### src/rtl/ps2_key_pkg.sv
// Shared constants and types for the PS/2 key event generator.
// Key indices match the bit positions of the decoder's held-key level bus.
package ps2_key_pkg;

    localparam int KEY_NUM   = 6;
    localparam int KEY_UP    = 0;
    localparam int KEY_DOWN  = 1;
    localparam int KEY_LEFT  = 2;
    localparam int KEY_RIGHT = 3;
    localparam int KEY_ENTER = 4;
    localparam int KEY_SPACE = 5;

    localparam int EVT_W = 4;

    typedef enum logic [1:0] {
        ST_IDLE   = 2'd0,
        ST_DELAY  = 2'd1,
        ST_REPEAT = 2'd2
    } key_state_e;

    // Event word layout: {rpt, code[2:0]}
    function automatic logic [EVT_W-1:0] make_evt(input logic rpt, input logic [2:0] code);
        return {rpt, code};
    endfunction

endpackage

### src/rtl/ps2_evt_fifo.sv
// Generic synchronous show-ahead FIFO; head word is visible while not empty.
// A push is refused when full even if the head is popped in the same cycle.
module ps2_evt_fifo #(
    parameter int WIDTH = 4,
    parameter int DEPTH = 4
) (
    input  logic             clk,
    input  logic             rst,
    input  logic             wr_valid,
    input  logic [WIDTH-1:0] wr_data,
    output logic             full,
    output logic             rd_valid,
    output logic [WIDTH-1:0] rd_data,
    input  logic             rd_ready
);

    localparam int AW = (DEPTH > 1) ? $clog2(DEPTH) : 1;

    logic [WIDTH-1:0] mem [DEPTH];
    logic [AW-1:0]    wr_ptr_reg, rd_ptr_reg;
    logic [AW:0]      count_reg;
    logic             empty;
    logic             do_push, do_pop;

    assign empty    = (count_reg == '0);
    assign full     = (count_reg == (AW+1)'(DEPTH));
    assign do_push  = wr_valid & ~full;
    assign do_pop   = rd_ready & ~empty;
    assign rd_valid = ~empty;
    // Stale storage is masked so the head reads as zero whenever empty.
    assign rd_data  = empty ? '0 : mem[rd_ptr_reg];

    always_ff @(posedge clk) begin
        if (do_push) begin
            mem[wr_ptr_reg] <= wr_data;
        end
    end

    always_ff @(posedge clk or negedge rst) begin
        if (!rst) begin
            wr_ptr_reg <= '0;
            rd_ptr_reg <= '0;
            count_reg  <= '0;
        end else begin
            if (do_push) begin
                wr_ptr_reg <= wr_ptr_reg + 1'b1;
            end
            if (do_pop) begin
                rd_ptr_reg <= rd_ptr_reg + 1'b1;
            end
            case ({do_push, do_pop})
                2'b10:   count_reg <= count_reg + 1'b1;
                2'b01:   count_reg <= count_reg - 1'b1;
                default: count_reg <= count_reg;
            endcase
        end
    end

endmodule

### src/rtl/ps2_key_event_gen.sv
// Converts held-key levels into press and typematic repeat events, queued
// in a small FIFO through a per-key pending stage and fixed-priority arbiter.
module ps2_key_event_gen
    import ps2_key_pkg::*;
#(
    parameter int TICK_DIV    = 100000,
    parameter int DELAY_TICKS = 500,
    parameter int RATE_TICKS  = 100,
    parameter int FIFO_DEPTH  = 4
) (
    input  logic               clk,
    input  logic               rst,
    input  logic [KEY_NUM-1:0] key_lvl,
    output logic               evt_valid,
    output logic [EVT_W-1:0]   evt_data,
    input  logic               evt_ready,
    output logic               ovf,
    input  logic               ovf_clr
);

    localparam int TW      = (TICK_DIV > 1) ? $clog2(TICK_DIV) : 1;
    localparam int CNT_MAX = (DELAY_TICKS > RATE_TICKS) ? DELAY_TICKS : RATE_TICKS;
    localparam int CNT_W   = (CNT_MAX > 1) ? $clog2(CNT_MAX) : 1;

    logic [TW-1:0]      tick_cnt_reg;
    logic               tick;
    logic [KEY_NUM-1:0] prev_reg;
    logic [KEY_NUM-1:0] press;
    logic [KEY_NUM-1:0] evt, evt_rpt;
    logic [KEY_NUM-1:0] pend_reg, pend_next;
    logic [KEY_NUM-1:0] pend_rpt_reg, pend_rpt_next;
    logic [KEY_NUM-1:0] grant, drop, accept;
    logic               ovf_reg, ovf_next;
    logic               fifo_full;
    logic               push_req;
    logic [EVT_W-1:0]   push_data;

    assign tick  = (tick_cnt_reg == TW'(TICK_DIV - 1));
    assign press = key_lvl & ~prev_reg;

    always_ff @(posedge clk or negedge rst) begin
        if (!rst) begin
            tick_cnt_reg <= '0;
            prev_reg     <= '0;
        end else begin
            tick_cnt_reg <= tick ? '0 : tick_cnt_reg + 1'b1;
            prev_reg     <= key_lvl;
        end
    end

    generate
        for (genvar gi = 0; gi < KEY_NUM; gi++) begin : g_key
            key_state_e       state_reg, state_next;
            logic [CNT_W-1:0] cnt_reg, cnt_next;
            logic             evt_k, rpt_k;

            always_ff @(posedge clk or negedge rst) begin
                if (!rst) begin
                    state_reg <= ST_IDLE;
                    cnt_reg   <= '0;
                end else begin
                    state_reg <= state_next;
                    cnt_reg   <= cnt_next;
                end
            end

            // Release takes precedence over a tick arriving in the same cycle.
            always_comb begin
                state_next = state_reg;
                cnt_next   = cnt_reg;
                case (state_reg)
                    ST_IDLE: begin
                        if (press[gi]) begin
                            state_next = ST_DELAY;
                            cnt_next   = '0;
                        end
                    end
                    ST_DELAY: begin
                        if (!key_lvl[gi]) begin
                            state_next = ST_IDLE;
                        end else if (tick) begin
                            if (cnt_reg == CNT_W'(DELAY_TICKS - 1)) begin
                                state_next = ST_REPEAT;
                                cnt_next   = '0;
                            end else begin
                                cnt_next = cnt_reg + 1'b1;
                            end
                        end
                    end
                    ST_REPEAT: begin
                        if (!key_lvl[gi]) begin
                            state_next = ST_IDLE;
                        end else if (tick) begin
                            if (cnt_reg == CNT_W'(RATE_TICKS - 1)) begin
                                cnt_next = '0;
                            end else begin
                                cnt_next = cnt_reg + 1'b1;
                            end
                        end
                    end
                    default: begin
                        state_next = ST_IDLE;
                        cnt_next   = '0;
                    end
                endcase
            end

            always_comb begin
                evt_k = 1'b0;
                rpt_k = 1'b0;
                case (state_reg)
                    ST_IDLE: begin
                        evt_k = press[gi];
                    end
                    ST_DELAY: begin
                        if (key_lvl[gi] && tick && (cnt_reg == CNT_W'(DELAY_TICKS - 1))) begin
                            evt_k = 1'b1;
                            rpt_k = 1'b1;
                        end
                    end
                    ST_REPEAT: begin
                        if (key_lvl[gi] && tick && (cnt_reg == CNT_W'(RATE_TICKS - 1))) begin
                            evt_k = 1'b1;
                            rpt_k = 1'b1;
                        end
                    end
                    default: begin
                        evt_k = 1'b0;
                        rpt_k = 1'b0;
                    end
                endcase
            end

            assign evt[gi]     = evt_k;
            assign evt_rpt[gi] = rpt_k;
        end
    endgenerate

    // Lowest pending index wins; nothing is granted while the FIFO is full.
    always_comb begin
        grant     = '0;
        push_req  = 1'b0;
        push_data = '0;
        if (!fifo_full) begin
            for (int i = 0; i < KEY_NUM; i++) begin
                if (pend_reg[i] && !push_req) begin
                    push_req  = 1'b1;
                    grant[i]  = 1'b1;
                    push_data = make_evt(pend_rpt_reg[i], 3'(i));
                end
            end
        end
    end

    // A dropped event leaves the older pending entry (and its rpt flag) intact.
    assign drop      = evt & pend_reg & ~grant;
    assign accept    = evt & ~drop;
    assign pend_next = accept | (pend_reg & ~grant);

    always_comb begin
        pend_rpt_next = pend_rpt_reg;
        for (int i = 0; i < KEY_NUM; i++) begin
            if (accept[i]) begin
                pend_rpt_next[i] = evt_rpt[i];
            end
        end
        if (|drop) begin
            ovf_next = 1'b1;
        end else if (ovf_clr) begin
            ovf_next = 1'b0;
        end else begin
            ovf_next = ovf_reg;
        end
    end

    always_ff @(posedge clk or negedge rst) begin
        if (!rst) begin
            pend_reg     <= '0;
            pend_rpt_reg <= '0;
            ovf_reg      <= 1'b0;
        end else begin
            pend_reg     <= pend_next;
            pend_rpt_reg <= pend_rpt_next;
            ovf_reg      <= ovf_next;
        end
    end

    assign ovf = ovf_reg;

    ps2_evt_fifo #(
        .WIDTH (EVT_W),
        .DEPTH (FIFO_DEPTH)
    ) u_fifo (
        .clk      (clk),
        .rst      (rst),
        .wr_valid (push_req),
        .wr_data  (push_data),
        .full     (fifo_full),
        .rd_valid (evt_valid),
        .rd_data  (evt_data),
        .rd_ready (evt_ready)
    );

endmodule

### config.mk
export PLATFORM = sky130hd
export DESIGN_NAME = ps2_key_event_gen
export DESIGN_NICKNAME = d
export VERILOG_FILES = /design/src/rtl/ps2_key_pkg.sv /design/src/rtl/ps2_evt_fifo.sv /design/src/rtl/ps2_key_event_gen.sv
export SDC_FILE = /design/constraint.sdc
export NUM_CORES = 1
export LEC_CHECK = 0
export ABC_AREA = 1
export CORE_ASPECT_RATIO = 1.5
export CORE_MARGIN = 4
export CORE_UTILIZATION = 60
export DETAILED_ROUTE_END_ITERATION = 8
export GPL_TIMING_DRIVEN = 0
export PLACE_DENSITY = 0.78
export SLEW_MARGIN = 25
export SYNTH_ARGS = -nofsm -noshare
export SYNTH_HDL_FRONTEND = slang
export SYNTH_SLANG_ARGS = --single-unit
### constraint.sdc
create_clock -name clk -period 3.7 [get_ports clk]
set_input_delay 0.74 -clock clk [delete_from_list [all_inputs] [get_ports clk]]
set_output_delay 0.74 -clock clk [all_outputs]
set_load 0.02 [all_outputs]
==> impl_metrics.yaml, run 1 <==
die:
  die_h_um: 150
  die_w_um: 102
  io_pins: 16
  coreArea_um2: 13000
  rows: 51
  dieArea_um2: 15300
  initial_core_util_pct: 61.5
finish:
  n_antenna_cell: 0
  final-seq-area_um2: 3210
  fill_cells: 1084
  finalNonFillerCells: 1286
  syn_to_final_growth_pct: 12.5
  drive_above_1_share_pct: 5.86
  fin_nets: 1161
  largest_reg_flops: 54
  multi_input_area_um2: 4070
clock_network:
  htreeDepth: 4
  clk_pin_slew_worst_paths_ns: 0.06
  cts_resized: 0
  insertion_delay_ns: 0.41
  cts_hold_buf: 0
  clkSinkCount: 125
  root_buffer: "clkbuf_16"
  tritoncts: "yes"
  cts_buffers: 17
  cts_setup_buffers: 0
  cts_buffer_depth: 2
timing:
  relSlewSlack_pct: 60.1
  worst_slew_pin_slew_ns: 0.594
  fin_crit_ns: 2.87
  setup_viol: 0
  fmax_mhz: 349
  setup_slack_ns: 0.832
  finalHoldViolCount: 0
  fin_crit_sh_pct: 77.5
  grt_setup_unrepaired: "no"
  finalClockSkew_ns: 0.0109
  drv_slew: 0
pwr:
  p_leak_nw: 4.28
  p_per_area_nw_per_um2: 652
  vdd_ir_drop_max_mv: 0.344
drt:
  drtPass1Iterations: 5
  wl_um: 17600
  avgViaCountPerCell: 5.53
  drc: 0
  via_count: 7116
  wl_per_cell_um: 13.7
  ant_nets: 0
  drt_iter0_markers: 342
global_routing:
  grt_max_degree: 75
  antenna_found_initial: 0
  grt_pass1_wl_um: 29800
  grtUsageTotal_pct: 23.9
  grt_pass1_vias: 6748
  overflow: 0
critical_path:
  required_ns: 2.96
  worst_ep_arrival_time_ns: 2.13
  critical_path_buf_inv_count: 3
  crit_type: "flip-flop to output pin"
  path_max_fanout: 10
  path_cells: "clkbuf_1, inv_1, o21ai_0, a21oi_1, clkdlybuf4s50_1"
  slowest_delay_ns: 0.56
  critPathTopFamily: "buffers and inverters"
  cp_slowest_cell: "clkdlybuf4s50_1"
  critPathLaunchType: "flip-flop"
  cp-end-kind: "output pin"
synth:
  syn_area_per_cell_um2: 7.42
  synth_warnings: 0
  syn-num-nets: 1126
  ys_seq_elements: 125
  synth_top_area_share_pct: 34.0
  yosysUniqueCellTypes: 38
  yosysSeqAreaShare_pct: 40.0
  yosysTopAreaCell: "dfrtp_1"
  syn_inst: 1079
  syn_area_um2: 8010
  synthTopCellsByArea: "dfrtp_1 (34%), nand2_1 (10%), nand3_1 (9.7%), inv_1 (7.2%), edfxtp_1 (6.0%)"
placed_design:
  place_ws_ns: 1.21
  place_congestion: 0.881
  port_buffers: 15
  post-place-cells: 1254
  dp_hpwl_um: 12600
min_path:
  hold_path.class: "primary input to async pin"
flow_run:
  drv_cap: 0
run_status:
  status: "finished, final reports clean"
## cells by family (layout without fill, tap and decap cells)
family,after synthesis,in the layout,synth area share (%)
AO/OA/AOI/OAI,151,151,10.4
XOR/XNOR,42,42,4.59
adder cells (fa/ha/maj),37,37,5.87
buffers and inverters,183,231,9.18
flip-flops,125,125,40.0
AND/OR/NAND/NOR,541,541,29.9
## metal layers
| layer | global-route usage, % | vias up | wire [um] |
|---|---|---|---|
| met1 | 28.2 | 3330 | 7330 |
| li1 | - | 3604 | - |
| met5 | 0 | - | 0 |
| met4 | 9.00 | 0 | 327 |
| met2 | 43.2 | 146 | 9370 |
| met3 | 3.50 | 36 | 541 |
## path summary, 6_finish.rpt
path	to	slack, ns	cells after the start	start
worst max-delay path	evt_data[0]	0.83	5	u_fifo.rd_ptr_reg[0]
worst min-delay path	u_fifo.count_reg[1]	0.21	1	rst
max in group asynchronous	tick_cnt_reg[13]	2.79	2	rst
worst max register to register	u_fifo.count_reg[2]	1.26	9	u_fifo.count_reg[1]
min in group clk	tick_cnt_reg[0]	0.46	1	tick_cnt_reg[0]
worst min register to register	tick_cnt_reg[0]	0.46	1	tick_cnt_reg[0]
## layout by cell type, fill, tap and decap left out, drive strengths merged
cell type | netlist | routed
a211oi | 1 | 1
a21oi | 55 | 55
a31oi | 1 | 1
and2 | 1 | 1
buf | 9 | 11
bufinv | 0 | 3
clkbuf | 13 | 39
clkdlybuf4s50 | 0 | 14
clkinv | 1 | 4
dfrtp | 109 | 109
edfxtp | 16 | 16
fa | 1 | 1
ha | 36 | 36
inv | 160 | 160
nand2 | 223 | 223
nand3 | 157 | 157
nand3b | 7 | 7
nand4 | 22 | 22
nor2 | 109 | 109
nor3 | 15 | 15
nor3b | 1 | 1
nor4 | 4 | 4
o2111a | 1 | 1
o21ai | 90 | 90
o21bai | 1 | 1
o22ai | 1 | 1
o31ai | 1 | 1
or2 | 2 | 2
xnor2 | 3 | 3
xor2 | 39 | 39
## cell type report
class / instances / area share [%]
well taps: 159 / 2.21
repair buffers: 16 / 1.99
clock buffers: 26 / 5.76
multi-input cells: 771 / 45.1
inverters: 161 / 6.76
clock inverters: 6 / 1.17
flip-flops and latches: 125 / 35.6
plain buffers: 22 / 1.40
## power by group
group / switching [W] / internal [W] / total [W]
registers: 0.000190 / 0.00175 / 0.00194
clock network: 0.000573 / 0.00116 / 0.00174
logic: 0.00149 / 0.000712 / 0.00221
total: 0.00226 / 0.00362 / 0.00588
## stage by stage
| stage | power, W | setup TNS (ns) | instance area (um^2) | hold WS, ns | util, % |
|---|---|---|---|---|---|
| floorplan | 0.00349 | 0 | 8010 | 0.433 | - |
| global placement | 0.00407 | -256.11 | 8360 | 0.453 | 64.2 |
| detailed placement | 0.00414 | 0 | 8390 | 0.459 | 64.4 |
| finish | 0.00588 | 0 | 9010 | 0.213 | 69.2 |
| CTS | 0.00591 | 0 | 9010 | 0.219 | 69.2 |
| global route | 0.00628 | 0 | 9010 | 0.238 | 69.2 |
## synthesized netlist by cell type, drive strengths merged
cell type  count
o31ai          1
a21oi         55
nor2         109
xor2          39
buf            9
nor3b          1
o2111a         1
clkbuf        13
clkinv         1
and2           1
or2            2
ha            36
xnor2          3
nand3        157
inv          160
nor3          15
nand4         22
nand3b         7
fa             1
o21bai         1
a31oi          1
dfrtp        109
a211oi         1
nand2        223
o21ai         90
o22ai          1
edfxtp        16
nor4           4
Note: power is estimated with default switching activity, not from simulation.
==> run 2: changes to the inputs <==
==> constraint.sdc (replaced) <==
create_clock -name clk -period 2.7 [get_ports clk]
set_input_delay 0.54 -clock clk [delete_from_list [all_inputs] [get_ports clk]]
set_output_delay 0.54 -clock clk [all_outputs]
set_load 0.02 [all_outputs]
==> impl_metrics.yaml, run 2 (same netlist as run 1, synthesis figures left out) <==
run_status:
  status: "finished, final reports clean"
die:
  die_w_um: 102
  initial_core_util_pct: 61.5
  io_pins: 16
  dieArea_um2: 15300
  die_h_um: 150
  rows: 51
  coreArea_um2: 13000
clock_network:
  insertion_delay_ns: 0.41
  htreeDepth: 4
  cts_setup_buffers: 0
  cts_buffers: 17
  tritoncts: "yes"
  root_buffer: "clkbuf_16"
  clkSinkCount: 125
  clk_pin_slew_worst_paths_ns: 0.06
  cts_buffer_depth: 2
  cts_resized: 0
  cts_hold_buf: 0
pwr:
  power_w: 0.00805
  p_clk_share_pct: 29.6
  p_per_area_nw_per_um2: 893
  p_leak_nw: 4.28
  pwr-share-comb_pct: 37.2
  netSwitchingPower_w: 0.00309
  p_seq_share_pct: 33.2
  p_int_w: 0.00496
  vdd_ir_drop_max_mv: 0.472
  netSwitchingFraction_pct: 38.4
global_routing:
  grt_pass1_vias: 6748
  grt_max_degree: 75
  overflow: 0
  antenna_found_initial: 0
  grtUsageTotal_pct: 23.9
  grt_pass1_wl_um: 29800
drt:
  ant_nets: 0
  drtPass1Iterations: 5
  wl_um: 17500
  wl_per_cell_um: 13.6
  via_count: 7099
  avgViaCountPerCell: 5.52
  drc: 0
  drt_iter0_markers: 317
placed_design:
  port_buffers: 15
  post-place-cells: 1254
  placedInstanceArea_um2: 8390
  dp_hpwl_um: 12600
  place_congestion: 0.881
timing:
  fin_crit_ns: 2.60
  grt_setup_unrepaired: "no"
  worst_slew_pin_slew_ns: 0.587
  fin_crit_sh_pct: 96.3
  whs_ns: 0.0116
  relSlewSlack_pct: 60.6
  drv_slew: 0
  finalHoldViolCount: 0
  fmax_mhz: 385
  finalClockSkew_ns: 0.0106
  setup_viol: 0
finish:
  fin_nets: 1160
  syn_to_final_growth_pct: 12.5
  fill_cells: 1083
  drive_above_1_share_pct: 5.86
  final_area_um2: 9010
  finalNonFillerCells: 1285
  mostFrequentLayoutCells: "nand2_1 (217), nand3_1 (156), inv_1 (153), dfrtp_1 (109), nor2_1 (108)"
  postLayoutCoreUtil_pct: 69.2
  n_antenna_cell: 0
  largest_reg_flops: 54
  final_common_cell: "nand2_1"
critical_path:
  required_ns: 2.16
  crit_type: "flip-flop to output pin"
  cp-end-kind: "output pin"
  critPathLaunchType: "flip-flop"
  worst_ep_arrival_time_ns: 2.06
  worst_r2r_path_depth: 9
  rr_startpoint: "u_fifo.count_reg[1]"
  path_max_fanout: 5
  cp_slowest_cell: "clkdlybuf4s50_1"
  regToRegEndpoint: "u_fifo.count_reg[2]"
  critPathLaunch: "u_fifo.count_reg[1]"
  path_cells: "nor3_1, inv_1, clkdlybuf4s50_1"
  reg2reg_slack_ns: 0.26
  slowest_delay_ns: 0.56
min_path:
  hold_path.class: "primary input to async pin"
flow_run:
  drv_cap: 0
==> run 2: changes by cell type in the layout (fill, tap and decap cells not counted) <==
cell      change
clkbuf_1      -1
==> run 2: through the flow <==
| stage | setup TNS [ns] | worst slack (ns) |
|---|---|---|
| 2_1_floorplan | 0 | 0.606 |
| 3_3_place_gp | -343.31 | -3.16 |
| 3_5_place_dp | 0 | 0.253 |
| 4_1_cts | 0 | 0.0287 |
| 5_1_grt | 0 | 0.0130 |
| 6_report | 0 | 0.101 |
==> run 2: power groups by stage <==
stage          combinational, W  clock [W]  sequential (W)
2_1_floorplan           0.00218          0         0.00261
3_3_place_gp            0.00292          0         0.00266
3_5_place_dp            0.00299          0         0.00268
4_1_cts                 0.00300    0.00242         0.00267
5_1_grt                 0.00338    0.00250         0.00271
6_report                0.00300    0.00238         0.00267
==> run 2: layout make-up <==
| class | count | area (um^2) | share of cell area [%] |
|---|---|---|---|
| multi-input cells | 771 | 4070 | 45.1 |
| flip-flops and latches | 125 | 3210 | 35.6 |
| inverters | 161 | 609 | 6.76 |
| clock buffers | 26 | 519 | 5.76 |
| well taps | 159 | 199 | 2.21 |
| repair buffers | 16 | 179 | 1.99 |
| plain buffers | 21 | 123 | 1.36 |
| clock inverters | 6 | 105 | 1.17 |
==> run 2: worst max path at each step <==
stage	to	slack (ns)
after detailed placement	u_fifo.count_reg[2]	0.25
after floorplan	u_fifo.count_reg[2]	0.61
final	evt_valid	0.10
after CTS	evt_valid	0.03
after global placement	g_key[4].cnt_reg[5]	-3.16
after global routing	evt_data[0]	0.01
==> run 2: critical path: cells and delay by family (launching register included) <==
kind	cells	cell delay [ns]
DFF	1	0.43
and+or+nand+nor	1	0.53
buffers and inverters	2	0.68
==> run 2: metal layers <==
| metal | up-vias | share of wire [%] | track usage, % |
|---|---|---|---|
| met5 | - | 0 | 0 |
| met4 | 0 | 2.0 | 9.00 |
| met3 | 41 | 3.4 | 3.50 |
| met2 | 154 | 53 | 43.2 |
| met1 | 3308 | 41 | 28.2 |
| li1 | 3596 | - | - |
==> run 3: changes to the inputs <==
--- a/config.mk
+++ b/config.mk
@@ -15,4 +15,5 @@
 export SLEW_MARGIN = 25
 export SYNTH_ARGS = -nofsm -noshare
 export SYNTH_HDL_FRONTEND = slang
+export SYNTH_HIERARCHICAL = 1
 export SYNTH_SLANG_ARGS = --single-unit
==> impl_metrics.yaml, run 3 <==
pwr:
  vdd_ir_drop_max_mv: 0.431
  p_per_area_nw_per_um2: 889
  p_leak_nw: 4.40
synth:
  synth-simple-area-share_pct: 30.4
  synth_edf_count: 16
  synth_adder_area_share_pct: 5.96
  synth_top_area_share_pct: 34.5
  syn_area_per_cell_um2: 7.27
  syn-num-nets: 1133
  synth_ff_type: "dfrtp_1"
  async_reset_ff_share_pct: 87.2
  yosysMostFrequentCell: "nand2_1"
  syn_area_um2: 7900
  yosysUniqueCellTypes: 35
  synth_warnings: 6
  muxShareOfSynthArea_pct: 0
  synth_compound_gate_area_share_pct: 10.2
  ys_top_cells_by_count: "nand2_1 (251), inv_1 (173), nand3_1 (154)"
  syn_inst: 1086
  synthTopCellsByArea: "dfrtp_1 (35%), nand2_1 (12%), nand3_1 (9.8%), inv_1 (8.2%), edfxtp_1 (6.1%)"
  yosys.area_share.xor_xnor_pct: 2.88
  yosysTopAreaCell: "dfrtp_1"
  synth_top_family_by_area: "simple AND/OR/NAND/NOR gates"
  ys_seq_elements: 125
  yosysSeqAreaShare_pct: 40.6
critical_path:
  worst_r2r_path_depth: 13
  worst_ep_arrival_time_ns: 1.93
  crit_type: "flip-flop to output pin"
  required_ns: 2.16
  cp-end-kind: "output pin"
  critPathLaunchType: "flip-flop"
  path_max_fanout: 7
placed_design:
  port_buffers: 15
  place_congestion: 0.922
  dp_hpwl_um: 12200
clock_network:
  cts_buffers: 17
  clkSinkCount: 125
  cts_resized: 0
  htreeDepth: 4
  clk_pin_slew_worst_paths_ns: 0.05
  insertion_delay_ns: 0.41
  cts_hold_buf: 0
  tritoncts: "yes"
  cts_setup_buffers: 0
  cts_buffer_depth: 2
  root_buffer: "clkbuf_16"
drt:
  drc: 0
  wl_per_cell_um: 12.8
  via_count: 7025
  drtPass1Iterations: 5
  ant_nets: 0
  drt_iter0_markers: 288
  avgViaCountPerCell: 5.43
  wl_um: 16500
timing:
  drv_slew: 0
  worst_slew_pin_slew_ns: 0.435
  finalHoldViolCount: 0
  fin_crit_ns: 2.47
  fin_crit_sh_pct: 91.4
  setup_viol: 0
  finalClockSkew_ns: 0.00920
  fmax_mhz: 405
  grt_setup_unrepaired: "no"
  relSlewSlack_pct: 70.8
  whs_ns: 0.0189
run_status:
  status: "finished, final reports clean"
die:
  coreArea_um2: 13000
  die_h_um: 149
  die_w_um: 102
  rows: 51
  initial_core_util_pct: 61.0
  dieArea_um2: 15100
  io_pins: 16
finish:
  syn_to_final_growth_pct: 11.8
  postLayoutCoreUtil_pct: 68.2
  mostFrequentLayoutCells: "nand2_1 (251), inv_1 (173), nand3_1 (154), dfrtp_1 (109), nor2_1 (89)"
  fin_nets: 1168
  multi_input_area_um2: 3910
  final-seq-area_um2: 3210
  largest_reg_flops: 54
  fill_cells: 1080
  drive_above_1_share_pct: 5.47
  n_antenna_cell: 0
  final_common_cell: "nand2_1"
global_routing:
  overflow: 0
  grt_pass1_vias: 6761
  grtUsageTotal_pct: 23.6
  antenna_found_initial: 0
  grt_pass1_wl_um: 28900
  grt_max_degree: 76
flow_run:
  drv_cap: 0
min_path:
  hold_path.class: "primary input to async pin"
[run 3: cell types whose count changed after synthesis, sizes merged, moves of 13 or more]
cell,before,now
a21oi,55,68
inv,160,179
nand2,223,255
nor2,109,90
o21ai,90,71
xor2,39,21
[run 3: cells by family (layout without fill, tap and decap cells)]
kind of cell	after synthesis	after routing
compound gates	150	150
xor+xnor	26	26
fa+ha+maj	37	37
buf+inv	199	247
flops	125	125
simple gates	549	549
[run 3: per-layer routing]
metal | wire, um | track usage [%] | vias up
li1 | - | - | 3591
met1 | 6630 | 26.0 | 3261
met2 | 8990 | 43.2 | 142
met3 | 556 | 4.36 | 31
met4 | 361 | 10.4 | 0
met5 | 0 | 0 | -
[run 3: worst max-delay path: stages (launching register included)]
cell,delay (ns)
dfrtp_1,0.35
buf_2,0.16
inv_1,0.14
nand3_1,0.09
a21oi_1,0.16
clkdlybuf4s50_1,0.62
[run 3: layout make-up]
type | instances | area share [%]
Multi-Input combinational cell | 762 | 44.3
Buffer | 19 | 1.16
Sequential cell | 125 | 36.3
Tap cell | 159 | 2.25
Inverter | 180 | 7.67
Timing Repair Buffer | 16 | 2.03
Clock inverter | 8 | 1.05
Clock buffer | 24 | 5.23
[run 3: report_power, final]
group,internal [W],switching (W),leakage [nW]
clock,0.00137,0.000782,0.272
sequential,0.00237,0.000245,1.60
combinational,0.00103,0.00204,2.53
[run 3: path summary, 6_finish.rpt]
check                           slack, ns                   to                 start
worst max-delay path                 0.23          evt_data[0]  u_fifo/rd_ptr_reg[1]
worst min-delay path                 0.02  u_fifo/count_reg[1]                   rst
worst max register to register       0.33  u_fifo/count_reg[2]   u_fifo/count_reg[1]
worst min register to register       0.47      tick_cnt_reg[0]       tick_cnt_reg[0]
max in group asynchronous            1.99  g_key[0].cnt_reg[1]                   rst
min in group clk                     0.47      tick_cnt_reg[0]       tick_cnt_reg[0]
[run 3: per-stage QoR]
step	setup WS (ns)	cell area (um^2)	power, W	TNS [ns]	std cells
global route	0.0694	8830	0.00848	0	1293
floorplan	0.640	7900	0.00485	0	1086
finish	0.232	8830	0.00785	0	1293
CTS	0.205	8830	0.00792	0	1293
detailed placement	0.345	8270	0.00572	0	1261
global placement	-3.21	8250	0.00564	-348.72	1260
